<file path="config.mk">
export PLATFORM = sky130hd
export DESIGN_NAME = spi_fir_cmd_seq_flat
export DESIGN_NICKNAME = d
export VERILOG_FILES = /design/src/rtl/spi_fir_cmd_seq_if.sv /design/src/rtl/spi_fir_cmd_seq.sv /design/src/flat_wrapper.sv
export SDC_FILE = /design/constraint.sdc
export NUM_CORES = 1
export LEC_CHECK = 0
export CAP_MARGIN = 30
export CORE_ASPECT_RATIO = 1.25
export CORE_UTILIZATION = 44
export DETAILED_ROUTE_END_ITERATION = 8
export PLACE_DENSITY = 0.87
export SLEW_MARGIN = 30
export SYNTH_ARGS = -nofsm -noshare
export SYNTH_HDL_FRONTEND = slang
export SYNTH_SLANG_ARGS = --single-unit
export TNS_END_PERCENT = 10
</file>
<file path="constraint.sdc">
create_clock -name clk -period 1.95 [get_ports clk]
set_clock_uncertainty 0.2 [all_clocks]
set_input_delay 0.39 -clock clk [delete_from_list [all_inputs] [get_ports clk]]
set_output_delay 0.39 -clock clk [all_outputs]
set_load 0.005 [all_outputs]
</file>
<file path="src/rtl/spi_fir_cmd_seq_if.sv">
// Byte-level SPI slave and FIR handshake bundle for spi_fir_cmd_seq.
// master = sequencer side, slave = SPI_slave/FIR side.
interface spi_fir_cmd_seq_if #(
    parameter int DATA_W = 16,
    parameter int ADDR_W = 4
);
    logic              i_rx_valid;
    logic [7:0]        i_rx_data;
    logic              i_ssel_active;
    logic              o_tx_load;
    logic [7:0]        o_tx_data;
    logic              o_coef_we;
    logic [ADDR_W-1:0] o_coef_addr;
    logic [DATA_W-1:0] o_coef_data;
    logic              o_smp_valid;
    logic [DATA_W-1:0] o_smp_data;
    logic              i_smp_ready;
    logic              i_res_valid;
    logic [DATA_W-1:0] i_res_data;
    logic              o_err;

    modport master (
        input  i_rx_valid, i_rx_data, i_ssel_active, i_smp_ready, i_res_valid, i_res_data,
        output o_tx_load, o_tx_data, o_coef_we, o_coef_addr, o_coef_data,
        output o_smp_valid, o_smp_data, o_err
    );

    modport slave (
        output i_rx_valid, i_rx_data, i_ssel_active, i_smp_ready, i_res_valid, i_res_data,
        input  o_tx_load, o_tx_data, o_coef_we, o_coef_addr, o_coef_data,
        input  o_smp_valid, o_smp_data, o_err
    );
endinterface

</file>
<file path="src/rtl/spi_fir_cmd_seq.sv">
// SPI byte-frame command sequencer driving FIR coefficient writes, sample pushes and result reads.
// Optional SPI_FIR_STATUS_EN turns cmd 00 into RD_STATUS; otherwise cmd 00 is a NOP.
module spi_fir_cmd_seq #(
    parameter int DATA_W = 16,
    parameter int NTAPS  = 16,
    parameter int ADDR_W = 4
) (
    input  logic              clk,
    input  logic              rst,
    spi_fir_cmd_seq_if.master bus
);
    localparam int NB    = DATA_W / 8;
    localparam int CNT_W = (NB > 1) ? $clog2(NB) : 1;
    localparam logic [CNT_W-1:0] LAST_BYTE = CNT_W'(NB - 1);
    localparam logic [CNT_W-1:0] FIRST_RD  = CNT_W'((NB > 1) ? NB - 2 : 0);
    localparam logic [6:0]       NTAPS_L   = 7'(NTAPS);

    localparam logic [1:0] CMD_NOP  = 2'b00;
    localparam logic [1:0] CMD_COEF = 2'b01;
    localparam logic [1:0] CMD_SMP  = 2'b10;
    localparam logic [1:0] CMD_RES  = 2'b11;

    typedef enum logic [1:0] {S_IDLE, S_PAYLOAD, S_COMMIT, S_READ} state_t;

    state_t            r_state;
    state_t            w_next_state;
    logic [1:0]        r_kind;
    logic [5:0]        r_addr;
    logic [CNT_W-1:0]  r_cnt;
    logic [DATA_W-1:0] r_shadow;
    logic [DATA_W-1:0] r_result;
    logic [DATA_W-1:0] r_snap;
    logic              r_err;
    logic              r_tx_load;
    logic [7:0]        r_tx_data;
`ifdef SPI_FIR_STATUS_EN
    logic              r_fresh;
`endif

    logic              w_err_set;
    logic              w_addr_ok;
    logic              w_coef_we;
    logic              w_smp_valid;
    logic [7:0]        w_snap_byte;

    // Legality uses the full 6-bit command field, not just the ADDR_W bits driven out.
    assign w_addr_ok   = ({1'b0, r_addr} < NTAPS_L);
    assign w_coef_we   = (r_state == S_COMMIT) && (r_kind == CMD_COEF) && w_addr_ok;
    assign w_smp_valid = (r_state == S_COMMIT) && (r_kind == CMD_SMP);
    assign w_snap_byte = r_snap[{r_cnt, 3'b000} +: 8];

    assign bus.o_tx_load   = r_tx_load;
    assign bus.o_tx_data   = r_tx_data;
    assign bus.o_coef_we   = w_coef_we;
    assign bus.o_coef_addr = r_addr[ADDR_W-1:0];
    assign bus.o_coef_data = r_shadow;
    assign bus.o_smp_valid = w_smp_valid;
    assign bus.o_smp_data  = r_shadow;
    assign bus.o_err       = r_err;

    always_ff @(posedge clk) begin
        if (rst) r_state <= S_IDLE;
        else     r_state <= w_next_state;
    end

    always_comb begin
        w_next_state = r_state;
        w_err_set    = 1'b0;
        case (r_state)
            S_IDLE: begin
                if (bus.i_rx_valid) begin
                    case (bus.i_rx_data[7:6])
                        CMD_COEF, CMD_SMP: w_next_state = S_PAYLOAD;
                        CMD_RES:           w_next_state = (NB == 1) ? S_IDLE : S_READ;
                        default:           w_next_state = S_IDLE;
                    endcase
                end
            end
            S_PAYLOAD: begin
                if (!bus.i_ssel_active) begin
                    w_next_state = S_IDLE;
                    w_err_set    = 1'b1;
                end else if (bus.i_rx_valid && (r_cnt == LAST_BYTE)) begin
                    w_next_state = S_COMMIT;
                end
            end
            S_COMMIT: begin
                // Deselect is ignored here: the transaction always completes.
                if (bus.i_rx_valid) w_err_set = 1'b1;
                if (r_kind == CMD_SMP) begin
                    if (bus.i_smp_ready) w_next_state = S_IDLE;
                end else begin
                    w_next_state = S_IDLE;
                    if (!w_addr_ok) w_err_set = 1'b1;
                end
            end
            S_READ: begin
                if (!bus.i_ssel_active) begin
                    w_next_state = S_IDLE;
                    w_err_set    = 1'b1;
                end else if (bus.i_rx_valid && (r_cnt == '0)) begin
                    w_next_state = S_IDLE;
                end
            end
            default: w_next_state = S_IDLE;
        endcase
    end

    always_ff @(posedge clk) begin
        if (rst) begin
            r_kind    <= CMD_NOP;
            r_addr    <= '0;
            r_cnt     <= '0;
            r_shadow  <= '0;
            r_result  <= '0;
            r_snap    <= '0;
            r_err     <= 1'b0;
            r_tx_load <= 1'b0;
            r_tx_data <= '0;
        end else begin
            r_tx_load <= 1'b0;
            if (bus.i_res_valid) r_result <= bus.i_res_data;
            if (w_err_set)       r_err    <= 1'b1;
            case (r_state)
                S_IDLE: begin
                    if (bus.i_rx_valid) begin
                        r_kind   <= bus.i_rx_data[7:6];
                        r_addr   <= bus.i_rx_data[5:0];
                        r_cnt    <= '0;
                        r_shadow <= '0;
                        if (bus.i_rx_data[7:6] == CMD_RES) begin
                            r_snap    <= r_result;
                            r_cnt     <= FIRST_RD;
                            r_tx_load <= 1'b1;
                            r_tx_data <= r_result[DATA_W-1 -: 8];
                        end
`ifdef SPI_FIR_STATUS_EN
                        if (bus.i_rx_data[7:6] == CMD_NOP) begin
                            r_tx_load <= 1'b1;
                            r_tx_data <= {r_err, r_fresh, w_smp_valid, 5'b0};
                            r_err     <= 1'b0;
                        end
`endif
                    end
                end
                S_PAYLOAD: begin
                    if (!bus.i_ssel_active) begin
                        r_cnt    <= '0;
                        r_shadow <= '0;
                    end else if (bus.i_rx_valid) begin
                        r_shadow <= DATA_W'({r_shadow, bus.i_rx_data});
                        r_cnt    <= r_cnt + 1'b1;
                    end
                end
                S_READ: begin
                    // Each host byte clocked in pulls the next lower snapshot byte.
                    if (bus.i_ssel_active && bus.i_rx_valid) begin
                        r_tx_load <= 1'b1;
                        r_tx_data <= w_snap_byte;
                        if (r_cnt != '0) r_cnt <= r_cnt - 1'b1;
                    end
                end
                default: ;
            endcase
        end
    end

`ifdef SPI_FIR_STATUS_EN
    // A result arriving on the RD_RES decode cycle is newer than the snapshot, so set wins.
    always_ff @(posedge clk) begin
        if (rst) begin
            r_fresh <= 1'b0;
        end else begin
            if ((r_state == S_IDLE) && bus.i_rx_valid && (bus.i_rx_data[7:6] == CMD_RES))
                r_fresh <= 1'b0;
            if (bus.i_res_valid)
                r_fresh <= 1'b1;
        end
    end
`endif
endmodule

</file>
<file path="src/flat_wrapper.sv">
// flat-port wrapper written by rule: the top's interface ports become plain ports
module spi_fir_cmd_seq_flat 
#(
    parameter int DATA_W = 16,
    parameter int NTAPS  = 16,
    parameter int ADDR_W = 4
)
  (clk, rst, bus_i_rx_valid, bus_i_rx_data, bus_i_ssel_active, bus_i_smp_ready, bus_i_res_valid, bus_i_res_data, bus_o_tx_load, bus_o_tx_data, bus_o_coef_we, bus_o_coef_addr, bus_o_coef_data, bus_o_smp_valid, bus_o_smp_data, bus_o_err);
  spi_fir_cmd_seq_if #(.DATA_W(DATA_W), .ADDR_W(ADDR_W)) bus_i ();
  input  logic clk;
  input  logic rst;
  input wire logic [$bits(bus_i.i_rx_valid)-1:0] bus_i_rx_valid;
  input wire logic [$bits(bus_i.i_rx_data)-1:0] bus_i_rx_data;
  input wire logic [$bits(bus_i.i_ssel_active)-1:0] bus_i_ssel_active;
  input wire logic [$bits(bus_i.i_smp_ready)-1:0] bus_i_smp_ready;
  input wire logic [$bits(bus_i.i_res_valid)-1:0] bus_i_res_valid;
  input wire logic [$bits(bus_i.i_res_data)-1:0] bus_i_res_data;
  output wire logic [$bits(bus_i.o_tx_load)-1:0] bus_o_tx_load;
  output wire logic [$bits(bus_i.o_tx_data)-1:0] bus_o_tx_data;
  output wire logic [$bits(bus_i.o_coef_we)-1:0] bus_o_coef_we;
  output wire logic [$bits(bus_i.o_coef_addr)-1:0] bus_o_coef_addr;
  output wire logic [$bits(bus_i.o_coef_data)-1:0] bus_o_coef_data;
  output wire logic [$bits(bus_i.o_smp_valid)-1:0] bus_o_smp_valid;
  output wire logic [$bits(bus_i.o_smp_data)-1:0] bus_o_smp_data;
  output wire logic [$bits(bus_i.o_err)-1:0] bus_o_err;
  assign bus_i.i_rx_valid = bus_i_rx_valid;
  assign bus_i.i_rx_data = bus_i_rx_data;
  assign bus_i.i_ssel_active = bus_i_ssel_active;
  assign bus_i.i_smp_ready = bus_i_smp_ready;
  assign bus_i.i_res_valid = bus_i_res_valid;
  assign bus_i.i_res_data = bus_i_res_data;
  assign bus_o_tx_load = bus_i.o_tx_load;
  assign bus_o_tx_data = bus_i.o_tx_data;
  assign bus_o_coef_we = bus_i.o_coef_we;
  assign bus_o_coef_addr = bus_i.o_coef_addr;
  assign bus_o_coef_data = bus_i.o_coef_data;
  assign bus_o_smp_valid = bus_i.o_smp_valid;
  assign bus_o_smp_data = bus_i.o_smp_data;
  assign bus_o_err = bus_i.o_err;
  spi_fir_cmd_seq #(.DATA_W(DATA_W), .NTAPS(NTAPS), .ADDR_W(ADDR_W)) u_core (.clk(clk), .rst(rst), .bus(bus_i));
endmodule
</file>
==> results of run 1 <==
-- cells by family (layout without fill, tap and decap cells) --
logic type / count (synthesis) / in the layout / share of synthesized area
adder cells (fa/ha/maj): 7 / 7 / 0.02917
flip-flops: 69 / 69 / 0.4600
AND/OR/NAND/NOR: 125 / 125 / 0.1800
multiplexers: 32 / 32 / 0.1067
buffers and inverters: 47 / 124 / 0.08999
AO/OA/AOI/OAI: 63 / 63 / 0.1342
-- cell usage after synthesis --
cell | number | area (um2)
sky130_fd_sc_hd__nand3b_1 | 2 | 15.01
sky130_fd_sc_hd__a22oi_1 | 15 | 112.6
sky130_fd_sc_hd__a31oi_1 | 1 | 6.260
sky130_fd_sc_hd__nor2_1 | 53 | 198.9
sky130_fd_sc_hd__o31ai_1 | 2 | 15.01
sky130_fd_sc_hd__a21oi_1 | 35 | 175.2
sky130_fd_sc_hd__dfxtp_1 | 69 | 1381
sky130_fd_sc_hd__nand2_1 | 45 | 168.9
sky130_fd_sc_hd__o211ai_1 | 1 | 7.510
sky130_fd_sc_hd__o22ai_1 | 1 | 6.260
sky130_fd_sc_hd__and3_1 | 2 | 12.51
sky130_fd_sc_hd__o21ba_4 | 1 | 16.27
sky130_fd_sc_hd__nand3_2 | 1 | 10.01
sky130_fd_sc_hd__nor2b_1 | 3 | 18.77
sky130_fd_sc_hd__ha_1 | 7 | 87.58
sky130_fd_sc_hd__nand3_1 | 10 | 50.05
sky130_fd_sc_hd__buf_4 | 20 | 150.1
sky130_fd_sc_hd__nor3_1 | 2 | 10.01
sky130_fd_sc_hd__nand4_1 | 1 | 6.260
sky130_fd_sc_hd__a211oi_4 | 1 | 20.02
sky130_fd_sc_hd__o21ai_0 | 2 | 10.01
sky130_fd_sc_hd__mux2i_1 | 32 | 320.3
sky130_fd_sc_hd__nor2_2 | 1 | 6.260
sky130_fd_sc_hd__buf_1 | 1 | 3.750
sky130_fd_sc_hd__nand2b_4 | 1 | 13.76
sky130_fd_sc_hd__buf_6 | 1 | 11.26
sky130_fd_sc_hd__o221ai_1 | 1 | 8.760
sky130_fd_sc_hd__buf_2 | 9 | 45.04
sky130_fd_sc_hd__and4b_1 | 1 | 10.01
sky130_fd_sc_hd__clkbuf_1 | 12 | 45.04
sky130_fd_sc_hd__a311oi_1 | 1 | 8.760
sky130_fd_sc_hd__or2_2 | 1 | 6.260
sky130_fd_sc_hd__inv_1 | 4 | 15.01
sky130_fd_sc_hd__o21bai_1 | 1 | 7.510
sky130_fd_sc_hd__o41ai_1 | 1 | 8.760
sky130_fd_sc_hd__or4_1 | 1 | 7.510
sky130_fd_sc_hd__nand2b_1 | 1 | 6.260
-- worst max-delay path: cells and delay by family (launching register included) --
| family | cells | cell delay (ns) |
|---|---|---|
| buffers and inverters | 2 | 0.30 |
| adders and majority gates | 1 | 0.16 |
| DFF | 1 | 0.36 |
| muxes | 1 | 0.20 |
| and+or+nand+nor | 1 | 0.06 |
| AOI/OAI and AO/OA | 2 | 0.49 |
-- metal layers --
layer  vias up  part of all wire  GRT usage
met5         -                 0          0
met4         0             0.013    0.08796
met3         7             0.046    0.04482
met2        82              0.54     0.3739
met1      1273              0.40     0.2437
li1       1286                 -          -
-- cells in the final DEF (no fill, tap or decap), drive strengths merged, types with 3 or more instances in the layout --
master | netlist | routed
clkinvlp | 0 | 3
clkdlybuf4s50 | 0 | 74
a21oi | 35 | 35
dfxtp | 69 | 69
nand2 | 45 | 45
mux2i | 32 | 32
inv | 4 | 5
nor2 | 54 | 54
ha | 7 | 7
clkbuf | 12 | 12
nor2b | 3 | 3
buf | 31 | 27
clkinv | 0 | 3
nand3 | 11 | 11
a22oi | 15 | 15
-- final timing paths --
path	from	endpoint	slack [ns]
max	u_core.r_state[0]	u_core.bus.o_tx_data[7]	0.06
min	rst	u_core.bus.o_coef_data[4]	0.17
max reg2reg	u_core.r_state[0]	u_core.bus.o_tx_data[7]	0.06
min reg2reg	u_core.r_result[6]	u_core.r_snap[6]	0.25
-- per-stage QoR --
| stage | utilization | cell area (um2) | setup WS (ns) |
|---|---|---|---|
| finish | 0.6291 | 4130 | 0.06351 |
| detailed placement | 0.5906 | 3877 | -0.1069 |
| CTS | 0.6207 | 4075 | 0.01370 |
| global placement | 0.5906 | 3877 | -0.08139 |
| global route | 0.6291 | 4130 | -0.006816 |
| floorplan | - | 3008 | 0.007723 |
-- registers in the layout, indices dropped and copies added, names as in the netlist --
name	flops
u_core.r_cnt	1
u_core.bus.o_tx_data	8
u_core.r_state	2
u_core.r_snap	16
u_core.r_kind	2
u_core.bus.o_err	1
u_core.bus.o_coef_data	16
u_core.r_result	16
u_core.r_addr	6
u_core.bus.o_tx_load	1
-- layout make-up --
type / count / share of cell area
clock buffers: 9 / 0.02999
clock inverters: 7 / 0.01212
inverters: 4 / 0.004847
multi-input cells: 227 / 0.3414
flip-flops and latches: 69 / 0.3363
well taps: 87 / 0.02636
repair buffers: 104 / 0.2490
-- where the power goes --
part	total (mW)	internal [mW]	switching, mW
logic	0.550	0.281	0.269
clock network	1.03	0.462	0.564
registers	1.51	1.47	0.0440
-- what timing repair did --
item / 4_1_cts / 5_1_grt
pin swaps: 2 / 2
gates cloned: 0 / 1
hold buffers: 0 / 0
buffers inserted: 1 / 0
endpoints found under the setup margin: 2 / 27
gates resized for setup: 7 / 17
==> impl_metrics.tcl, run 1 <==
set metrics [dict create \
    grt_start_max_net_pins 51 \
    area.growth.synth_to_final_pct 37.54 \
    grt_pass1_wl_um 11470 \
    post-route-drc-count 0 \
    worstPathCellList "buf_6 > ha_4 > o21ba_4 > a211oi_4 > buf_12 > mux2i_1 > nor2_1" \
    crit_path_end_kind "register" \
    power_mw 3.085 \
    tritoncts "done" \
    report.final.hold_viol_count 0 \
    min_path_type "in -> reg" \
    worst_slew_margin_rel 0.8000 \
    rr_worst_depth 7 \
    final_count_of_pins_violating_max_slew 0 \
    arr_time_crit_path_ns 1.92 \
    cts_sinks 69 \
    dieArea_mm2 0.007161 \
    num_vias 2648 \
    die-height_um 94.37 \
    synth_area_mm2 0.003003 \
    cap_violations 0 \
    criticalPathCategory "reg -> reg" \
    placement_rows 33 \
    die_x_um 75.89 \
    first_iteration_detailed_routing_drc_count 195 \
    timing.final.setup_violations 0 \
    fin_cells 507 \
    number_of_instances_in_the_synthesized_netlist 343 \
    synth.yosys.seq_area_share 0.4600 \
    ioPinCount 78 \
    yosysUniqueCellTypes 37 \
    synthesis.yosys.warnings 0 \
    fp.coreArea_mm2 0.006565 \
    worst_ep_required_time_ns 1.98 \
    route.detailed.vias_per_inst 5.223 \
    area.sequential_mm2 0.001389 \
    place_hpwl_um 4979 \
    global_route.usage.total 0.2127 \
    first_global_vias 2533 \
    clock_buffers_created_by_tritoncts 9 \
    rsz0062_at_grt "yes" \
    cts_max_path_buffers 2 \
    timing.setup.tns_ns 0 \
    worstHoldPathCells 2 \
    power-per-cell-area_mw_per_mm2 747.0 \
    multi_input_area_mm2 0.001410 \
    outcome "finished, final reports clean" \
    synth.net_count 380 \
    fin_crit_ns 1.886 \
    worst_setup_path_start_kind "register" \
    critical_path.max_stage_delay_ns 0.36 \
    cell_with_the_biggest_individual_delay_on_the_critical_path "sky130_fd_sc_hd__dfxtp_4" \
    mean_cell_area_of_the_mapped_netlist_um2 8.755 \
    num-fill-cells 533 \
    final.hold.worst_slack_ns 0.1662 \
    path_max_fanout 8 \
    clk_latency_ns 0.35 \
    max_freq_mhz 530.1 \
    power.ir.vdd_worst_mv 0.5490 \
    drive_above_1_share 0.1524 \
    clkTransAtPathRegs_ns 0.08 \
    antenna_found_initial 0 \
    drt_pass1_iterations 5 \
    tightestPinTransition_ns 0.2994 \
    gr-total-overflow 0 \
    gpl.final_weighted_congestion 0.8492 \
    diodes 0 \
    dp_cells 489 \
    flop_and_latch_count_out_of_synthesis 69 \
    min_period_over_period 0.9674 \
    power.static_leakage_nw 1.538 \
    design.final.nets 452 \
    detail_route.wl_per_cell_um 14.16 \
    route.final.wire_length_um 7178 \
    clock_tree.root_cell "sky130_fd_sc_hd__clkbuf_8" \
    antenna_violating_nets_post_route 0 \
    buffer_ports.inserted 77 \
    start_util 0.4574 \
    cts-htree-levels 3 \
]
(Power assumes the default switching activity.)
==> run 2, diff against run 1 <==
- SLEW_MARGIN: 30 -> not set
==> results of run 2 <==
Final layout, timing and power as in run 1 (identical DEF).
